<file path="src/rtl/multi_cycle_mul.sv">
// Iterative radix-2 shift-add unsigned multiplier for the UMUL op.
// Takes WIDTH RUN cycles per product and holds the front end via stall while a request is in flight.
module multi_cycle_mul #(
    parameter int unsigned WIDTH = 32
) (
    input  logic             clk,
    input  logic             rst,
    input  logic             start,
    input  logic [WIDTH-1:0] src_a,
    input  logic [WIDTH-1:0] src_b,
    output logic [WIDTH-1:0] result_lo,
    output logic [WIDTH-1:0] result_hi,
    output logic             busy,
    output logic             done,
    output logic             stall
);

    localparam int unsigned PW    = 2 * WIDTH;
    localparam int unsigned CNT_W = (WIDTH > 1) ? $clog2(WIDTH) : 1;
    localparam logic [CNT_W-1:0] CNT_LAST = CNT_W'(WIDTH - 1);

    typedef enum logic [1:0] {
        S_IDLE = 2'd0,
        S_RUN  = 2'd1,
        S_DONE = 2'd2
    } state_e;

    state_e           state_q, state_d;
    logic [CNT_W-1:0] cnt_q, cnt_d;
    logic [WIDTH-1:0] mcand_q, mcand_d;
    logic [PW-1:0]    prod_q, prod_d;
    logic [WIDTH:0]   add_sum;

    // Partial-product add on the upper half; the carry becomes the new MSB after the shift.
    always_comb begin
        add_sum = {1'b0, prod_q[PW-1:WIDTH]};
        if (prod_q[0]) begin
            add_sum = {1'b0, prod_q[PW-1:WIDTH]} + {1'b0, mcand_q};
        end
    end

    // State and datapath registers.
    always_ff @(posedge clk) begin
        if (rst) begin
            state_q <= S_IDLE;
            cnt_q   <= '0;
            mcand_q <= '0;
            prod_q  <= '0;
        end else begin
            state_q <= state_d;
            cnt_q   <= cnt_d;
            mcand_q <= mcand_d;
            prod_q  <= prod_d;
        end
    end

    // Next-state and datapath update.
    always_comb begin
        state_d = state_q;
        cnt_d   = cnt_q;
        mcand_d = mcand_q;
        prod_d  = prod_q;
        unique case (state_q)
            S_IDLE: begin
                if (start) begin
                    mcand_d = src_a;
                    prod_d  = {{WIDTH{1'b0}}, src_b};
                    cnt_d   = '0;
                    state_d = S_RUN;
                end
            end
            S_RUN: begin
                prod_d = {add_sum, prod_q[WIDTH-1:1]};
                cnt_d  = cnt_q + CNT_W'(1);
                if (cnt_q == CNT_LAST) begin
                    state_d = S_DONE;
                end
            end
            S_DONE: begin
                state_d = S_IDLE;
            end
            default: begin
                state_d = S_IDLE;
            end
        endcase
    end

    assign result_lo = prod_q[WIDTH-1:0];
    assign result_hi = prod_q[PW-1:WIDTH];
    assign busy      = (state_q == S_RUN);
    assign done      = (state_q == S_DONE);
    // Stall drops in DONE so the Controller retires the op that cycle.
    assign stall     = ((state_q == S_IDLE) && start) || (state_q == S_RUN);

endmodule

</file>
<file path="config.mk">
export PLATFORM = sky130hd
export DESIGN_NAME = multi_cycle_mul
export DESIGN_NICKNAME = d
export VERILOG_FILES = /design/src/rtl/multi_cycle_mul.sv
export SDC_FILE = /design/constraint.sdc
export NUM_CORES = 1
export LEC_CHECK = 0
export BUFFER_PORTS_ARGS = -buffer_cell sky130_fd_sc_hd__buf_2
export CAP_MARGIN = 15
export CORE_ASPECT_RATIO = 0.9
export CORE_MARGIN = 1
export CORE_UTILIZATION = 35
export CTS_BUF_LIST = sky130_fd_sc_hd__clkbuf_8
export CTS_CLUSTER_SIZE = 20
export DETAILED_ROUTE_END_ITERATION = 10
export GPL_ROUTABILITY_DRIVEN = 0
export SLEW_MARGIN = 20
export SYNTH_ARGS = -nofsm -noshare
export SYNTH_HDL_FRONTEND = slang
export SYNTH_SLANG_ARGS = --single-unit
</file>
<file path="constraint.sdc">
create_clock -name clk -period 2.8 [get_ports clk]
set_input_delay 0 -clock clk [delete_from_list [all_inputs] [get_ports clk]]
set_output_delay 0 -clock clk [all_outputs]
set_load 0.1 [all_outputs]
</file>
==> flow_metrics.tcl, run 1 <==
set metrics [dict create \
    fmaxAchievable_mhz 419.6 \
    dr.pass1.iters 8 \
    drt_iter0_markers 434 \
    critPathSlowestCell "fa_1" \
    cts_tree "done" \
    yosysMostFrequentCell "nand2_1" \
    async_flop_share_pct 0 \
    cts-root-buf "clkbuf_8" \
    skew_ns 0.01487 \
    arrival_ns 2.66 \
    min_from "start" \
    finalPower_uw 3548 \
    cts_inserted_buffers 9 \
    syn-num-nets 872 \
    final_util_pct 46.34 \
    ant_nets 0 \
    fp.dieH_um 125.1 \
    drive_gt1_share_pct 18.66 \
    synth_edf_count 0 \
    grt_pass1_vias 5771 \
    min_path_type "in -> reg" \
    dpl.hpwl_um 11920 \
    netlist_area_sq_um 5896 \
    cp.buffers_inverters 0 \
    io_buffers 133 \
    critPathLaunchType "flip-flop" \
    max_stage_delay_ns 0.41 \
    rows 44 \
    core_sq_um 16300 \
    drc 8 \
    cts_max_level 3 \
    violations "DRC" \
    grtUsageTotal_pct 20.55 \
    maxUsedRoutingLayer "met4" \
    period_share_pct 85.12 \
    ir_drop_mv 0.2110 \
    hold_viol 0 \
    syn_avg_cell_area_sq_um 7.657 \
    diodes 0 \
    ys_seq_elements 103 \
    cts_setup_buffers 0 \
    met3_wirelength_um 871 \
    wl_met2_um 7662 \
    crit-reg2reg-launch "prod_q[32]$_SDFFE_PP0P_" \
    num-fill-cells 1653 \
    vias_per_cell 5.300 \
    synth.area.top_cells "dfxtp_1 (35%), nand2_1 (11%), ha_1 (7.2%)" \
    synth_area_leader_cell "dfxtp_1" \
    grt-ovfl-total 0 \
    routed_wl_um 17370 \
    yosysWarnings 0 \
    start_util_pct 36.18 \
    crit_chain "ha_1 -> fa_1 -> a21o_1 -> nand4_1 -> a211o_1 -> a31oi_2 -> a211oi_2 -> xor2_1 -> a31oi_1" \
    fin_crit_ns 2.383 \
    via_count 6068 \
    die_w_um 138.8 \
    synth-seq-area-share_pct 34.97 \
    synth.top_cell.area_share_pct 34.97 \
    cp.required_ns 3.07 \
    layout.nets 1035 \
    worst_setup_path_end_kind "flip-flop" \
    grt_max_degree 71 \
    detail_route.wl_per_cell_um 15.17 \
    powerDensity_nw_per_um2 469.9 \
    clk_latency_ns 0.39 \
    rsz0062_at_grt "false" \
    syn_to_final_growth_pct 28.08 \
    drv_cap 0 \
    setup_viol 0 \
    synth_ff_type "dfxtp_1" \
    regArea_sq_um 2063 \
    die_area_sq_um 17370 \
    critPathLaunch "prod_q[32]$_SDFFE_PP0P_" \
    wl_met1_um 8664 \
    cts_buffer_depth 2 \
    slew_viol_final 0 \
    multiInputGateArea_sq_um 3586 \
    postSynthCellCount 770 \
    grt_pass1_wl_um 29090 \
    ios 134 \
    cp_top_family "compound AO/OA/AOI/OAI gates" \
    status "finished, violations left" \
    setup_tns_ns 0 \
    slew_headroom_pct 43.07 \
    synth_commonest_cells "nand2_1 (171), dfxtp_1 (103), a21oi_1 (79), nor2_1 (71), clkbuf_1 (45)" \
    cp_max_fo 4 \
    antenna_found_initial 0 \
    path_class "reg -> reg" \
    p_leak_uw 0.003347 \
    synth.distinct_cells 64 \
    path_clk_slew_ns 0.10 \
    tightest_slew_ns 0.8534 \
    cts.sinks 103 \
]
## layout by cell type (no fill, tap or decap), types with 4 or more instances in the layout
master and count:
o21ai_0 19, dlygate4sd3_1 65, nand4_1 13, o21ai_1 6
xor2_1 14, dfxtp_1 102, xnor2_1 9, ha_1 34
and2_1 4, nor2_1 71, clkbuf_8 13, o21a_1 7
a21oi_1 79, mux2i_1 6, buf_4 12, buf_2 132
a22oi_1 19, nand3_1 10, nor3_1 4, nand2_1 170
o22ai_1 16, a311oi_1 33, inv_1 8, a21o_1 18
a31oi_1 8, and3_1 4, a211oi_1 5, nor2b_1 4
## worst reg2reg max path, delay by kind of cell, from the launching register on
family | cells | cell delay (ns)
xor+xnor | 1 | 0.17
compound gates | 5 | 0.99
fa+ha+maj | 2 | 0.65
simple gates | 1 | 0.13
flops | 1 | 0.34
## registers in the layout (all words and copies together) (netlist names)
name / count
cnt_q: 5
prod_q: 64
state_q: 2
mcand_q: 32
## routing by layer
metal | track usage (%) | vias to the layer above
li1 | - | 3094
met1 | 28.21 | 2806
met2 | 32.68 | 154
met3 | 4.404 | 14
met4 | 5.098 | 0
met5 | 0 | -
## final timing paths
check,end,slack (ns),cells after the start
max,prod_q[59]$_SDFFE_PP0P_,0.42,9
min,prod_q[60]$_SDFFE_PP0P_,0.14,5
max reg2reg,prod_q[59]$_SDFFE_PP0P_,0.42,9
min reg2reg,mcand_q[22]$_SDFFE_PP0P_,0.46,2
## per-stage QoR
step / instances / setup slack [ns] / area (sq um) / hold WS [ns]
2_1_floorplan: 770 / 0.02751 / 5897 / 0.1360
3_3_place_gp: 1064 / 0.4638 / 6705 / 0.2451
3_5_place_dp: 1064 / 0.4235 / 6705 / 0.2441
4_1_cts: 1145 / 0.3935 / 7551 / 0.1342
5_1_grt: 1145 / 0.2571 / 7551 / 0.1759
6_report: 1145 / 0.4168 / 7551 / 0.1441
## kinds of logic after synthesis
logic type	after synthesis	share of synthesized area [%]
compound gates	239	26.93
flops	103	34.97
mux	7	1.210
xor+xnor	23	3.417
simple gates	298	21.54
buf+inv	65	4.372
fa+ha+maj	35	7.555
## final cells by class
cell class                      count  area share, %
Clock buffer                       13          2.370
Clock inverter                      3         0.2154
Inverter                            7         0.3480
Sequential cell                   103          27.32
Multi-Input combinational cell    602          47.49
Timing Repair Buffer              210          18.82
Tap cell                          207          3.430
## where the power goes
part	switching [uW]	internal, uW	leakage (uW)
Combinational	729	269	0.00240
Sequential	62.8	1550	0.000843
Clock	522	417	0.000103
Total	1310	2230	0.00335
## timing repair
item | CTS | global route
hold endpoints to repair | 65 | 0
hold buffers | 65 | 0
resized for setup | 0 | 0
Power figures use the tool's default switching activity.
==> run 2: changes to the inputs <==
--- a/config.mk
+++ b/config.mk
@@ -9,11 +9,12 @@
 export CAP_MARGIN = 15
 export CORE_ASPECT_RATIO = 0.9
 export CORE_MARGIN = 1
-export CORE_UTILIZATION = 35
+export CORE_UTILIZATION = 25
 export CTS_BUF_LIST = sky130_fd_sc_hd__clkbuf_8
 export CTS_CLUSTER_SIZE = 20
 export DETAILED_ROUTE_END_ITERATION = 10
 export GPL_ROUTABILITY_DRIVEN = 0
+export GPL_TIMING_DRIVEN = 0
 export SLEW_MARGIN = 20
 export SYNTH_ARGS = -nofsm -noshare
 export SYNTH_HDL_FRONTEND = slang
==> flow_metrics.tcl, run 2 (synthesized netlist as in run 1, its figures left out) <==
set metrics [dict create \
    status "complete, no violations" \
    hold_viol 0 \
    cts.sinks 103 \
    largest_reg_flops 64 \
    skew_ns 0.01728 \
    slew_headroom_pct 52.78 \
    layout.nets 1081 \
    drc 0 \
    arrival_ns 2.78 \
    layout_commonest_cell "nand2_1" \
    tightest_slew_ns 0.7084 \
    grtUsageTotal_pct 17.17 \
    dr.pass1.iters 5 \
    grt_pass1_vias 6305 \
    io_buffers 133 \
    cp_max_fo 4 \
    die_w_um 163.9 \
    detail_route.wl_per_cell_um 15.71 \
    period_share_pct 90.49 \
    rsz0062_at_grt "false" \
    worst_setup_path_end_kind "flip-flop" \
    regArea_sq_um 2063 \
    grt_pass1_wl_um 32710 \
    start_util_pct 25.82 \
    grt_util_met3_pct 3.086 \
    busiest_layer "met2" \
    reg_top3 "prod_q: 64 flops, mcand_q: 32 flops, cnt_q: 5 flops" \
    critPathLaunchType "flip-flop" \
    die_area_sq_um 24200 \
    core_sq_um 22840 \
    fin_crit_ns 2.534 \
    path_class "reg -> reg" \
    cts_resized 0 \
    slew_viol_final 0 \
    cts_inserted_buffers 9 \
    via_count 6324 \
    ir_drop_mv 0.2078 \
    clk_latency_ns 0.40 \
    setup_slack_ns 0.2663 \
    setup_viol 0 \
    final_cells 1281 \
    fp.dieH_um 147.7 \
    dpl.hpwl_um 15100 \
    dp_worst_setup_slack_ns 0.2848 \
    fmaxAchievable_mhz 394.7 \
    multiInputGateArea_sq_um 3576 \
    regMostFlops "prod_q" \
    p_leak_uw 0.003365 \
    powerDensity_nw_per_um2 467.3 \
    holdBufCountCts 65 \
    ios 134 \
    drive_gt1_share_pct 16.77 \
    vias_per_cell 4.937 \
    cts_setup_buffers 0 \
    grt-ovfl-total 0 \
    grt_max_degree 19 \
    drv_cap 0 \
    num-fill-cells 2468 \
    diodes 0 \
    rows 52 \
    cts-root-buf "clkbuf_8" \
    ant_nets 0 \
    cp.required_ns 3.04 \
    cts_buffer_depth 2 \
    cts_tree "done" \
    setup_tns_ns 0 \
    path_clk_slew_ns 0.11 \
    cts_max_level 3 \
    grtUsageMet1_pct 23.80 \
    min_path_type "in -> reg" \
    use_met2_pct 26.36 \
    drt_iter0_markers 405 \
    routed_wl_um 20130 \
    dp_cells 1200 \
    final_cell_mix "nand2_1 (171), buf_2 (134), dfxtp_1 (102), a21oi_1 (79), nor2_1 (71)" \
    syn_to_final_growth_pct 32.11 \
    antenna_found_initial 0 \
]
run 2: stage by stage:
stage	hold slack, ns	power, uW	cell area [sq um]	utilization [%]
2_1_floorplan	0.1360	2360	5897	-
3_3_place_gp	0.2445	2602	6934	30.36
3_5_place_dp	0.2478	2609	6934	30.36
4_1_cts	0.1524	3676	7789	34.11
5_1_grt	0.1837	3813	7789	34.11
6_report	0.1693	3639	7789	34.11
run 2: final timing paths:
path | startpoint | end | slack, ns | depth (start not counted)
worst max register to register | prod_q[32]$_SDFFE_PP0P_ | prod_q[55]$_SDFFE_PP0P_ | 0.27 | 9
worst min register to register | mcand_q[28]$_SDFFE_PP0P_ | mcand_q[28]$_SDFFE_PP0P_ | 0.46 | 2
worst max-delay path | prod_q[32]$_SDFFE_PP0P_ | prod_q[55]$_SDFFE_PP0P_ | 0.27 | 9
worst min-delay path | start | prod_q[55]$_SDFFE_PP0P_ | 0.17 | 4
run 2: final cells by class:
cell class	count	share of cell area, %
multi-input cells	602	45.91
plain buffers	58	2.972
repair buffers	198	16.90
flip-flops and latches	103	26.49
clock inverters	7	1.028
clock buffers	9	1.590
well taps	297	4.771
inverters	7	0.3373
run 2: metal layers:
metal	vias up	wire [um]
li1	3190	-
met4	0	492
met2	166	8650
met5	-	0
met3	30	1069
met1	2938	9914
run 2: power breakdown:
| group | switching [uW] | internal (uW) | total [uW] |
|---|---|---|---|
| clock network | 570 | 425 | 995 |
| logic | 765 | 266 | 1030 |
| registers | 64.7 | 1550 | 1610 |
| total | 1400 | 2240 | 3640 |
run 2: critical path, stage by stage (launching register included):
cell	delay (ns)
dfxtp_2	0.35
ha_1	0.24
fa_1	0.41
a21o_1	0.22
nand4_1	0.15
a211o_1	0.25
nand3_2	0.13
a41oi_1	0.26
xor2_1	0.26
a311oi_1	0.13
==> run 3: changes to the inputs <==
--- a/config.mk
+++ b/config.mk
@@ -5,9 +5,10 @@
 export SDC_FILE = /design/constraint.sdc
 export NUM_CORES = 1
 export LEC_CHECK = 0
+export ABC_AREA = 1
 export BUFFER_PORTS_ARGS = -buffer_cell sky130_fd_sc_hd__buf_2
 export CAP_MARGIN = 15
-export CORE_ASPECT_RATIO = 0.9
+export CORE_ASPECT_RATIO = 1.75
 export CORE_MARGIN = 1
 export CORE_UTILIZATION = 25
 export CTS_BUF_LIST = sky130_fd_sc_hd__clkbuf_8
==> flow_metrics.tcl, run 3 <==
set metrics [dict create \
    fmaxAchievable_mhz 421.8 \
    clk_latency_ns 0.43 \
    rows 78 \
    reg_top3 "prod_q: 64 flops, mcand_q: 32 flops, cnt_q: 5 flops" \
    cp.required_ns 2.80 \
    ios 134 \
    tightest_slew_ns 0.6865 \
    final_cells 1615 \
    ir_drop_mv 0.3710 \
    worst_setup_path_end_kind "output pin" \
    yosysWarnings 0 \
    synth.top_cell.area_share_pct 30.82 \
    setup_slack_ns 0.4289 \
    drv_cap 0 \
    powerDensity_nw_per_um2 471.0 \
    synth-seq-area-share_pct 30.82 \
    p_int_uw 2298 \
    vias_per_cell 4.510 \
    postSynthCellCount 1080 \
    synth_ff_type "dfxtp_1" \
    slew_viol_final 0 \
    synth_commonest_cells "nand2_1 (339), nor2_1 (151), inv_1 (127), dfxtp_1 (103), o21ai_0 (71)" \
    final_util_pct 32.91 \
    hold_viol 0 \
    grtUsageTotal_pct 17.33 \
    synth.area.top_cells "dfxtp_1 (31%), nand2_1 (19%), nor2_1 (8.5%)" \
    syn-num-nets 1182 \
    drt_iter0_markers 263 \
    min_path_type "in -> reg" \
    fin_crit_ns 2.371 \
    period_share_pct 84.68 \
    clkPwrFrac_pct 24.4 \
    cp_max_fo 10 \
    yosysMostFrequentCell "nand2_1" \
    path_class "reg -> out" \
    cts-root-buf "clkbuf_8" \
    die_w_um 125.7 \
    core_sq_um 26160 \
    cts_max_level 3 \
    cts.sinks 103 \
    power_switching_uw 1756 \
    critPathLaunchType "flip-flop" \
    status "finished, violations left" \
    arrival_ns 2.37 \
    skew_ns 0.02716 \
    grt_max_degree 21 \
    setup_tns_ns 0 \
    grt_pass1_wl_um 36660 \
    netlist_area_sq_um 6690 \
    p_leak_uw 0.004253 \
    ys_seq_elements 103 \
    drc 2 \
    cts_inserted_buffers 9 \
    final_cell_mix "nand2_1 (339), nor2_1 (151), buf_2 (137), inv_1 (127), dfxtp_1 (103)" \
    drive_gt1_share_pct 15.77 \
    detail_route.wl_per_cell_um 14.20 \
    start_util_pct 25.58 \
    fp.dieH_um 218.4 \
    violations "DRC" \
    via_count 7283 \
    largest_reg_flops 64 \
    dp_cells 1533 \
    syn_avg_cell_area_sq_um 6.195 \
    rsz0062_at_grt "false" \
    async_flop_share_pct 0 \
    dpl_cell_area_sq_um 7756 \
    cts_buffer_depth 2 \
    antenna_found_initial 1 \
    routed_wl_um 22930 \
    design_area_sq_um 8607 \
    syn_to_final_growth_pct 28.65 \
    ant_nets 0 \
    layout.nets 1391 \
    layout_commonest_cell "nand2_1" \
    path_clk_slew_ns 0.13 \
    io_buffers 133 \
    dpl.hpwl_um 18360 \
    cts_tree "done" \
    die_area_sq_um 27440 \
    grt-ovfl-total 0 \
    regMostFlops "prod_q" \
    grt_pass1_vias 7249 \
    slew_headroom_pct 54.24 \
    synth_area_leader_cell "dfxtp_1" \
    setup_viol 0 \
    seqPwrFrac_pct 41.1 \
    dp_worst_setup_slack_ns 0.5504 \
    synth.distinct_cells 36 \
    swShare_pct 43.31 \
    dr.pass1.iters 7 \
    synth_edf_count 0 \
    pwr-share-comb_pct 34.5 \
]
run 3: changes by cell type in the layout (fill, tap and decap cells not counted), sizes merged, moves of 19 or more:
cell,delta
a31oi,+22
a311oi,-33
nand2,+189
nor2,+87
inv,+124
nand3,+33
o21ai,+54
a22oi,-19
run 3: area by class of cell:
cell class                 instances  area [sq um]
timing repair buffer             198          1316
tap                              320         400.4
buffer                            44         241.5
antenna                            1         2.502
multi-input combinational        803          3899
clock buffer                       9         123.9
sequential                       103          2062
inverter                         130         488.0
clock inverter                     7         73.82
fill                            2903         17550
run 3: final timing paths:
check,slack [ns],cells past startpoint,start,end
hold reg to reg,0.48,2,cnt_q[4]$_SDFFE_PP0P_,cnt_q[4]$_SDFFE_PP0P_
setup reg to reg,0.45,12,prod_q[32]$_SDFFE_PP0P_,prod_q[55]$_SDFFE_PP0P_
setup / recovery,0.43,8,state_q[1]$_SDFFE_PP0P_,stall
hold / removal,0.10,4,start,mcand_q[7]$_SDFFE_PP0P_
run 3: power groups by stage:
stage | clock (uW) | sequential (uW) | combinational, uW
after detailed placement | 0 | 1700 | 1330
after CTS | 1030 | 1670 | 1410
after global placement | 0 | 1700 | 1330
final | 988 | 1670 | 1400
after global routing | 1080 | 1680 | 1510
after floorplan | 0 | 2170 | 541
run 3: what timing repair did:
item / 4_1_cts / 5_1_grt
hold buffers: 65 / 0
resized for setup: 0 / 0
setup buffers: 0 / 0
hold endpoints to repair: 72 / 0
run 3: logic make-up after synthesis:
kind of cell             Yosys count  synth area share, %
XOR/XNOR                          12                1.571
AO/OA/AOI/OAI                    182                15.00
buffers and inverters            174                10.90
AND/OR/NAND/NOR                  574                35.05
adder cells (fa/ha/maj)           35                6.658
flip-flops                       103                30.82
run 3: per-stage QoR:
| step | hold WS [ns] | total power, uW |
|---|---|---|
| 3_5_place_dp | 0.2571 | 3034 |
| 4_1_cts | 0.08461 | 4106 |
| 5_1_grt | 0.1455 | 4270 |
| 2_1_floorplan | 0.1609 | 2713 |
| 3_3_place_gp | 0.2525 | 3024 |
| 6_report | 0.1028 | 4054 |
run 3: routing by layer:
metal / track usage [%] / up-vias / part of all wire (%)
met1: 16.02 / 3218 / 36
met3: 3.011 / 56 / 4.1
met4: 11.18 / 0 / 5.3
met2: 34.33 / 186 / 55
li1: - / 3823 / -
met5: 0 / - / 0
run 3: worst max-delay path, cell delays in order (launching register included):
cell	delay, ns
dfxtp_1	0.34
nor2_1	0.12
nand2_2	0.17
inv_2	0.24
nor2_8	0.09
inv_2	0.08
buf_4	0.15
buf_2	0.25
buf_2	0.47
